<file path="config.mk">
export PLATFORM = sky130hd
export DESIGN_NAME = pc_fetch_ctrl
export DESIGN_NICKNAME = d
export VERILOG_FILES = /design/src/rtl/alpha_cpu_pkg.sv /design/src/rtl/inst_hold_buf.sv /design/src/rtl/pc_fetch_ctrl.sv
export SDC_FILE = /design/constraint.sdc
export NUM_CORES = 1
export LEC_CHECK = 0
export ABC_CLOCK_PERIOD_IN_PS = 6210
export BUFFER_PORTS_ARGS = -buffer_cell sky130_fd_sc_hd__buf_2
export CAP_MARGIN = 5
export CORE_MARGIN = 2
export CORE_UTILIZATION = 56
export DETAILED_ROUTE_END_ITERATION = 10
export PLACE_DENSITY = 0.85
export SYNTH_ARGS = -nofsm -noshare
export SYNTH_HDL_FRONTEND = slang
export SYNTH_HIERARCHICAL = 1
export SYNTH_SLANG_ARGS = --single-unit
</file>
<file path="constraint.sdc">
create_clock -name clk -period 6.21 [get_ports clk]
set_input_delay 1.242 -clock clk [delete_from_list [all_inputs] [get_ports clk]]
set_output_delay 1.242 -clock clk [all_outputs]
set_load 0.01 [all_outputs]
</file>
<file path="src/rtl/alpha_cpu_pkg.sv">
// Shared constants and types for the alpha CPU front end.
package alpha_cpu_pkg;

   localparam int          ADDR_W_DEF   = 32;
   localparam int          INST_W       = 32;
   localparam logic [31:0] RESET_PC_DEF = 32'hBFC0_0000;

   typedef enum logic [1:0] {
      ST_IDLE = 2'd0,
      ST_REQ  = 2'd1,
      ST_WAIT = 2'd2,
      ST_HOLD = 2'd3
   } fetch_state_e;

endpackage

</file>
<file path="src/rtl/inst_hold_buf.sv">
// One-entry buffer presenting a fetched instruction and its PC to decode.
module inst_hold_buf
   import alpha_cpu_pkg::*;
#(
   parameter int                ADDR_W   = ADDR_W_DEF,
   parameter logic [ADDR_W-1:0] RESET_PC = RESET_PC_DEF
) (
   input  logic              clk,
   input  logic              resetn,
   input  logic              load,
   input  logic              clr,
   input  logic [INST_W-1:0] inst_in,
   input  logic [ADDR_W-1:0] pc_in,
   output logic              valid,
   output logic [INST_W-1:0] inst,
   output logic [ADDR_W-1:0] pc
);

   logic              valid_q, valid_d;
   logic [INST_W-1:0] inst_q, inst_d;
   logic [ADDR_W-1:0] pc_q, pc_d;

   always_comb begin
      valid_d = valid_q;
      inst_d  = inst_q;
      pc_d    = pc_q;
      if (load) begin
         valid_d = 1'b1;
         inst_d  = inst_in;
         pc_d    = pc_in;
      end else if (clr) begin
         valid_d = 1'b0;
      end
   end

   always_ff @(posedge clk) begin
      if (!resetn) begin
         valid_q <= 1'b0;
         inst_q  <= '0;
         pc_q    <= RESET_PC;
      end else begin
         valid_q <= valid_d;
         inst_q  <= inst_d;
         pc_q    <= pc_d;
      end
   end

   assign valid = valid_q;
   assign inst  = inst_q;
   assign pc    = pc_q;

endmodule

</file>
<file path="src/rtl/pc_fetch_ctrl.sv">
// Fetch sequencer: owns the fetch PC, runs one imem request at a time, applies redirects.
//
// state   | meaning
// IDLE    | just out of reset, no request yet
// REQ     | inst_req high with fetch_pc, waiting for addr_ok
// WAIT    | request accepted, waiting for data_ok (cancel_q drops stale data)
// HOLD    | instruction presented to decode until consumed or redirected
module pc_fetch_ctrl
   import alpha_cpu_pkg::*;
#(
   parameter logic [31:0] RESET_PC = RESET_PC_DEF,
   parameter int          ADDR_W   = ADDR_W_DEF
) (
   input  logic              clk,
   input  logic              resetn,
   input  logic              W_redirect_valid,
   input  logic [ADDR_W-1:0] W_redirect_pc,
   input  logic              W_id_stall,
   output logic              inst_req,
   output logic [ADDR_W-1:0] inst_addr,
   input  logic              inst_addr_ok,
   input  logic              inst_data_ok,
   input  logic [INST_W-1:0] inst_rdata,
   output logic              W_inst_valid,
   output logic [INST_W-1:0] W_inst,
   output logic [ADDR_W-1:0] W_pc
);

   fetch_state_e      state_q, state_d;
   logic [ADDR_W-1:0] fetch_pc_q, fetch_pc_d;
   logic [ADDR_W-1:0] issued_pc_q, issued_pc_d;
   logic              cancel_q, cancel_d;
   logic              buf_load, buf_clr;
   logic [ADDR_W-1:0] redir_pc, next_seq_pc;
   logic              redir_lsb_unused;

   // targets are word aligned; the low two bits of the request are dropped
   assign redir_pc         = {W_redirect_pc[ADDR_W-1:2], 2'b00};
   assign redir_lsb_unused = ^W_redirect_pc[1:0];
   assign next_seq_pc      = issued_pc_q + {{(ADDR_W-3){1'b0}}, 3'd4};

   always_comb begin
      state_d     = state_q;
      fetch_pc_d  = fetch_pc_q;
      issued_pc_d = issued_pc_q;
      cancel_d    = cancel_q;
      buf_load    = 1'b0;
      buf_clr     = 1'b0;
      case (state_q)
         ST_IDLE: state_d = ST_REQ;
         ST_REQ: begin
            if (W_redirect_valid) fetch_pc_d = redir_pc;
            if (inst_addr_ok) begin
               issued_pc_d = fetch_pc_q;
               state_d     = ST_WAIT;
               if (W_redirect_valid) cancel_d = 1'b1;
            end
         end
         ST_WAIT: begin
            if (W_redirect_valid) begin
               cancel_d   = 1'b1;
               fetch_pc_d = redir_pc;
            end
            if (inst_data_ok) begin
               if (cancel_q || W_redirect_valid) begin
                  cancel_d = 1'b0;
                  state_d  = ST_REQ;
               end else begin
                  buf_load   = 1'b1;
                  fetch_pc_d = next_seq_pc;
                  state_d    = ST_HOLD;
               end
            end
         end
         ST_HOLD: begin
            if (W_redirect_valid) begin
               buf_clr    = 1'b1;
               fetch_pc_d = redir_pc;
               state_d    = ST_REQ;
            end else if (!W_id_stall) begin
               buf_clr = 1'b1;
               state_d = ST_REQ;
            end
         end
         default: state_d = ST_IDLE;
      endcase
   end

   always_ff @(posedge clk) begin
      if (!resetn) begin
         state_q     <= ST_IDLE;
         fetch_pc_q  <= RESET_PC[ADDR_W-1:0];
         issued_pc_q <= RESET_PC[ADDR_W-1:0];
         cancel_q    <= 1'b0;
      end else begin
         state_q     <= state_d;
         fetch_pc_q  <= fetch_pc_d;
         issued_pc_q <= issued_pc_d;
         cancel_q    <= cancel_d;
      end
   end

   assign inst_req  = (state_q == ST_REQ);
   assign inst_addr = {fetch_pc_q[ADDR_W-1:2], 2'b00};

   inst_hold_buf #(
      .ADDR_W   (ADDR_W),
      .RESET_PC (RESET_PC[ADDR_W-1:0])
   ) u_hold_buf (
      .clk     (clk),
      .resetn  (resetn),
      .load    (buf_load),
      .clr     (buf_clr),
      .inst_in (inst_rdata),
      .pc_in   (issued_pc_q),
      .valid   (W_inst_valid),
      .inst    (W_inst),
      .pc      (W_pc)
   );

endmodule

</file>
== Yosys cells after proc, flatten, opt, wreduce, memory -nomap -nowiden ==
Index checks and enable logic that the tools add are counted.

* Flip-flop bits (word level): 132
* Bits in latches: 0
* RAM bits: 0
* ROM bits: 0
* Input port bits: 70
* Memories kept: 0

* Add/subtract/negate cells: 1
* $mul: 0
* Div/mod/pow operators: 0
* Order comparisons: 0
* Equal/unequal tests: 6
* Shift-type cells: 0
* Mux-type cells: 23
* Bitwise logic cells: 0
* Reductions and logical operators: 9

{| class="wikitable"
|+ Operator list
! cell !! count
|-
| 32-bit two-way mux || 3
|-
| 32-bit case mux with 2 select lines || 1
|-
| 32-bit by 3-bit adder with 32-bit output (second input constant) || 1
|-
| 1-bit two-way mux || 12
|-
| 2-bit two-way mux || 5
|-
| 2-bit case mux with 4 select lines || 1
|-
| 2-bit nonzero test || 3
|-
| 2-bit == test (second input constant) || 2
|-
| 2-bit AND reduction || 2
|-
| 3-bit inequality test (second input constant) || 1
|-
| 3-bit AND reduction || 1
|-
| 2-bit by 1-bit == test with 1-bit output (second input constant) || 1
|-
| 2-bit logical NOT || 1
|-
| 2-bit by 1-bit inequality test with 1-bit output (second input constant) || 1
|-
| 2-bit inequality test (second input constant) || 1
|-
| 1-bit case mux with 2 select lines || 1
|-
| 2-bit OR reduction || 1
|-
| 1-bit logical OR || 1
|}

== Longest topological paths before layout ==
* Word-level depth: 5
* Depth in mapped cells: 8
* Gate-level depth less buffers: 7

== By module ==
The synthesis kept the hierarchy.

{| class="wikitable"
|+ By module, submodules not included
! module !! instances !! cells each !! area each (sq um) !! seq. area each (sq um)
|-
| pc_fetch_ctrl || 1 || 424 || 3404.5 || 1341.3
|-
| inst_hold_buf || 1 || 209 || 2437.3 || 1301.2
|}

== Worst setup path after synthesis ==
No wires, ideal clock.

* Path kind: in2reg
* From: input port inst_data_ok
* To: register fetch_pc_q[30]
* Setup time: 0.079 ns
* Data arrival time: 2.592 ns
* Required time: 6.131 ns
* Slack: 3.539 ns
* Stages: 4
* Path buffers: 0
* Cells stage by stage: or3b_4 > or4_4 > or4_1 > o211ai_1

* Word-level cells in the longest chain between the ends: 2

{| class="wikitable"
|+ Ends and longest elaborated chain
! item !! RTL line !! RTL
|-
| start: declaration || pc_fetch_ctrl.sv:22 || <nowiki>input logic inst_data_ok,</nowiki>
|-
| 32-bit two-way mux || pc_fetch_ctrl.sv:64 || <nowiki>if (inst_data_ok) begin</nowiki>
|-
| 32-bit case mux with 2 select lines || pc_fetch_ctrl.sv:49 || <nowiki>case (state_q)</nowiki>
|-
| end signal: assignment || pc_fetch_ctrl.sv:92 || <nowiki>fetch_pc_q <= RESET_PC[ADDR_W-1:0];</nowiki>
|-
| end signal: assignment || pc_fetch_ctrl.sv:97 || <nowiki>fetch_pc_q <= fetch_pc_d;</nowiki>
|-
| end: declaration || pc_fetch_ctrl.sv:30 || <nowiki>logic [ADDR_W-1:0] fetch_pc_q, fetch_pc_d;</nowiki>
|}

Every way passes these cells.
A chain may end at the register's enable or synchronous reset.

== Final worst setup path ==
* From: register state_q[1]
* To: output port inst_req

* Word-level cells in the longest chain between the ends: 1

{| class="wikitable"
|+ Ends and longest elaborated chain
! item !! RTL line !! RTL
|-
| start: declaration || pc_fetch_ctrl.sv:29 || <nowiki>fetch_state_e state_q, state_d;</nowiki>
|-
| start signal: assignment || pc_fetch_ctrl.sv:96 || <nowiki>state_q <= state_d;</nowiki>
|-
| 2-bit by 1-bit == test with 1-bit output || pc_fetch_ctrl.sv:103 || <nowiki>assign inst_req = (state_q == ST_REQ);</nowiki>
|-
| end: declaration || pc_fetch_ctrl.sv:19 || <nowiki>output logic inst_req,</nowiki>
|}

Every way passes these cells.

==> qor.csv <==
stage,metric,value,unit
synthesis,synth_top_area_share,45.23,%
setup_path,required,4.97,ns
floorplan,dieArea,11260,sq um
timing,setup_violations,0,
place,io_buffers,163,
setup_path,critPathMaxFanout,7,
place,gp_congestion,0.8297,
clock_tree,clkTransAtPathRegs,0.06,ns
floorplan,start_util,57.10,%
detailed_routing,wl_per_cell,16.03,um
synthesis,synth_seq_area_share,45.23,%
synthesis,synth_top_area_cell,dfxtp_1,
timing,drv_slew,0,
detailed_routing,first_pass_iters,5,
setup_path,cp-end-kind,output port,
timing,slew_headroom,22.62,%
power_and_ir_drop,max-vdd-ir-drop,0.0001575,V
timing,worst-slew-pin-transition,1.158,ns
floorplan,dieHeight,106.1,um
detailed_routing,drtIter0Drc,377,
synthesis,synth_cell_types,46,
final_layout,fin_util,68.55,%
power_and_ir_drop,leakage,2.787,nW
detailed_routing,drt_wl_total,14410,um
run_status,status,completed,
synthesis,synth_flop_cell,dfxtp_1,
floorplan,core_area,10230,sq um
final_layout,n_antenna_cell,0,
clock_tree,clk_latency,0.52,ns
detailed_routing,viasPerCell,5.437,
detailed_routing,ant_nets,0,
timing,finalCritPeriodShare,42.99,%
grt,antenna_found_initial,0,
grt,grt_pass1_wl,23560,um
timing,hold_violations,0,
timing,rsz0062_at_grt,false,
floorplan,ioPinCount,168,
power_and_ir_drop,power_density,299.5,nW/um^2
job,drv_cap,0,
setup_path,crit_arrival,1.43,ns
final_layout,ff_latch_area,2643,sq um
synthesis,syn-instance-count,633,
setup_path,crit_type,flip-flop to output port,
clock_tree,ctsLongestPathBuffers,2,
detailed_routing,num_vias,4888,
synthesis,ys_async_sr_fraction,0,%
place,dpl.hpwl,9968,um
synthesis,synth_area_leaders,"dfxtp_1, mux2i_1, nor2b_1, nand2_1, a21oi_1",
clock_tree,cts.repair.resized,0,
clock_tree,numClockSinks,132,
grt,grt_pass1_vias,4836,
synthesis,synth_area,5842,sq um
clock_tree,cts_buffers,17,
clock_tree,ctsHoldBuffers,0,
clock_tree,cts_setup_buffers,0,
detailed_routing,drc,0,
synthesis,synth_edf_count,0,
clock_tree,clockRootBuffer,clkbuf_8,
min_path,hold_path.class,flip-flop to flip-flop,
clock_tree,cts_tree,yes,
clock_tree,htree_levels,4,
final_layout,n_fill_cell,793,
synthesis,yosysWarnings,6,
timing,finalSetupTns,0,ns
place,placed_area,6441,sq um
final_layout,multiInputGateArea,2741,sq um
timing,fmax,0.3746,GHz
grt,grt_util_all_layers,26.24,%
floorplan,die_x,106.1,um
final_layout,fin_area,7013,sq um
synthesis,post_synth.cell_area_avg,9.229,sq um
grt,grt.overflow.total,0,
final_layout,final_layout_size_suffix_gt1_share,27.52,%
grt,grt_max_degree,95,
timing,period_minus_slack,2.669,ns
final_layout,syn2layout_area_growth,20.05,%
synthesis,ys_seq_elements,132,
setup_path,startpoint_type,flip-flop,
timing,skew,0.007259,ns
floorplan,floorplan.rows,37,
final_layout,finalNetCount,826,
stage by stage:
step	hold slack [ns]	setup WS [ns]	instances	total power (W)
final	0.4710	3.541	899	0.002100
after global routing	0.4902	3.459	899	0.002180
after CTS	0.4688	3.520	899	0.002111
after global placement	0.4430	3.255	867	0.001164
after floorplan	0.4321	3.539	634	0.001117
after detailed placement	0.4608	3.186	867	0.001175
where the power goes:
| part | total, W | leakage [nW] | switching [W] | internal [W] |
|---|---|---|---|---|
| clock network | 0.000939 | 0.264 | 0.000367 | 0.000572 |
| logic | 0.000229 | 1.45 | 0.000134 | 0.0000947 |
| registers | 0.000933 | 1.07 | 0.0000447 | 0.000888 |
state kept, by name, summed over array words and instances, names as in the netlist:
register / cells
state_q: 2
issued_pc_q: 32
u_hold_buf/pc: 32
u_hold_buf/inst: 32
u_hold_buf/valid: 1
fetch_pc_q: 32
cancel_q: 1
critical path, cell delays in order (launching register included):
cell and delay [ns]:
dfxtp_1 0.38, inv_1 0.10, ha_1 0.26, buf_2 0.17
cells in the final DEF (no fill, tap or decap), drive strengths merged, types with 4 or more instances in the layout:
| cell type | netlist | routed |
|---|---|---|
| mux2i | 64 | 64 |
| xor2 | 13 | 13 |
| a31oi | 4 | 4 |
| nand2 | 90 | 90 |
| nand3 | 18 | 18 |
| buf | 48 | 169 |
| clkinv | 0 | 4 |
| clkinvlp | 0 | 6 |
| nor2 | 20 | 20 |
| o211ai | 9 | 9 |
| o21ai | 5 | 5 |
| clkbuf | 24 | 21 |
| nand4 | 11 | 11 |
| or4 | 4 | 4 |
| a22oi | 5 | 5 |
| inv | 7 | 7 |
| ha | 6 | 6 |
| o221ai | 16 | 16 |
| dfxtp | 132 | 132 |
| nor2b | 58 | 58 |
| a21oi | 52 | 52 |
| and4 | 6 | 6 |
| xnor2 | 9 | 9 |
routing by layer:
metal  up-vias  GRT usage [%]  part of all wire, %
li1       2393              -                    -
met3        19          6.806                  7.0
met5         -              0                    0
met4         0          8.647                  1.6
met2       207          44.78                   49
met1      2269          32.25                   42
cells in the mapped netlist, types with 11 or more instances:
| cell type | number |
|---|---|
| nor2_1 | 19 |
| nand3_1 | 18 |
| buf_4 | 33 |
| dfxtp_1 | 132 |
| nand2_1 | 90 |
| clkbuf_1 | 24 |
| o221ai_1 | 16 |
| mux2i_1 | 64 |
| nand4_1 | 11 |
| nor2b_1 | 58 |
| xor2_1 | 13 |
| a21oi_1 | 52 |
area by class of cell:
| class | count | area share [%] |
|---|---|---|
| clock buffers | 21 | 6.690 |
| clock inverters | 11 | 1.463 |
| inverters | 7 | 0.3747 |
| multi-input cells | 423 | 39.09 |
| flip-flops and latches | 132 | 37.68 |
| well taps | 136 | 2.426 |
| repair buffers | 169 | 12.27 |
worst paths after layout:
kind	cells after the start	end	slack [ns]	from
max	3	inst_req	3.54	state_q[1]
min	2	issued_pc_q[0]	0.47	fetch_pc_q[0]
max reg2reg	7	fetch_pc_q[11]	3.74	state_q[1]
min reg2reg	2	issued_pc_q[0]	0.47	fetch_pc_q[0]
kinds of logic (layout without fill, tap and decap cells):
logic type,count (synthesis),in the layout,synth area share [%]
simple gates,226,226,19.90
flops,132,132,45.23
compound gates,103,103,11.16
buf+inv,79,208,8.096
mux,64,64,10.97
xor+xnor,22,22,3.298
fa+ha+maj,6,6,1.285
other cells,1,2,0.06419
Power figures use the tool's default switching activity.
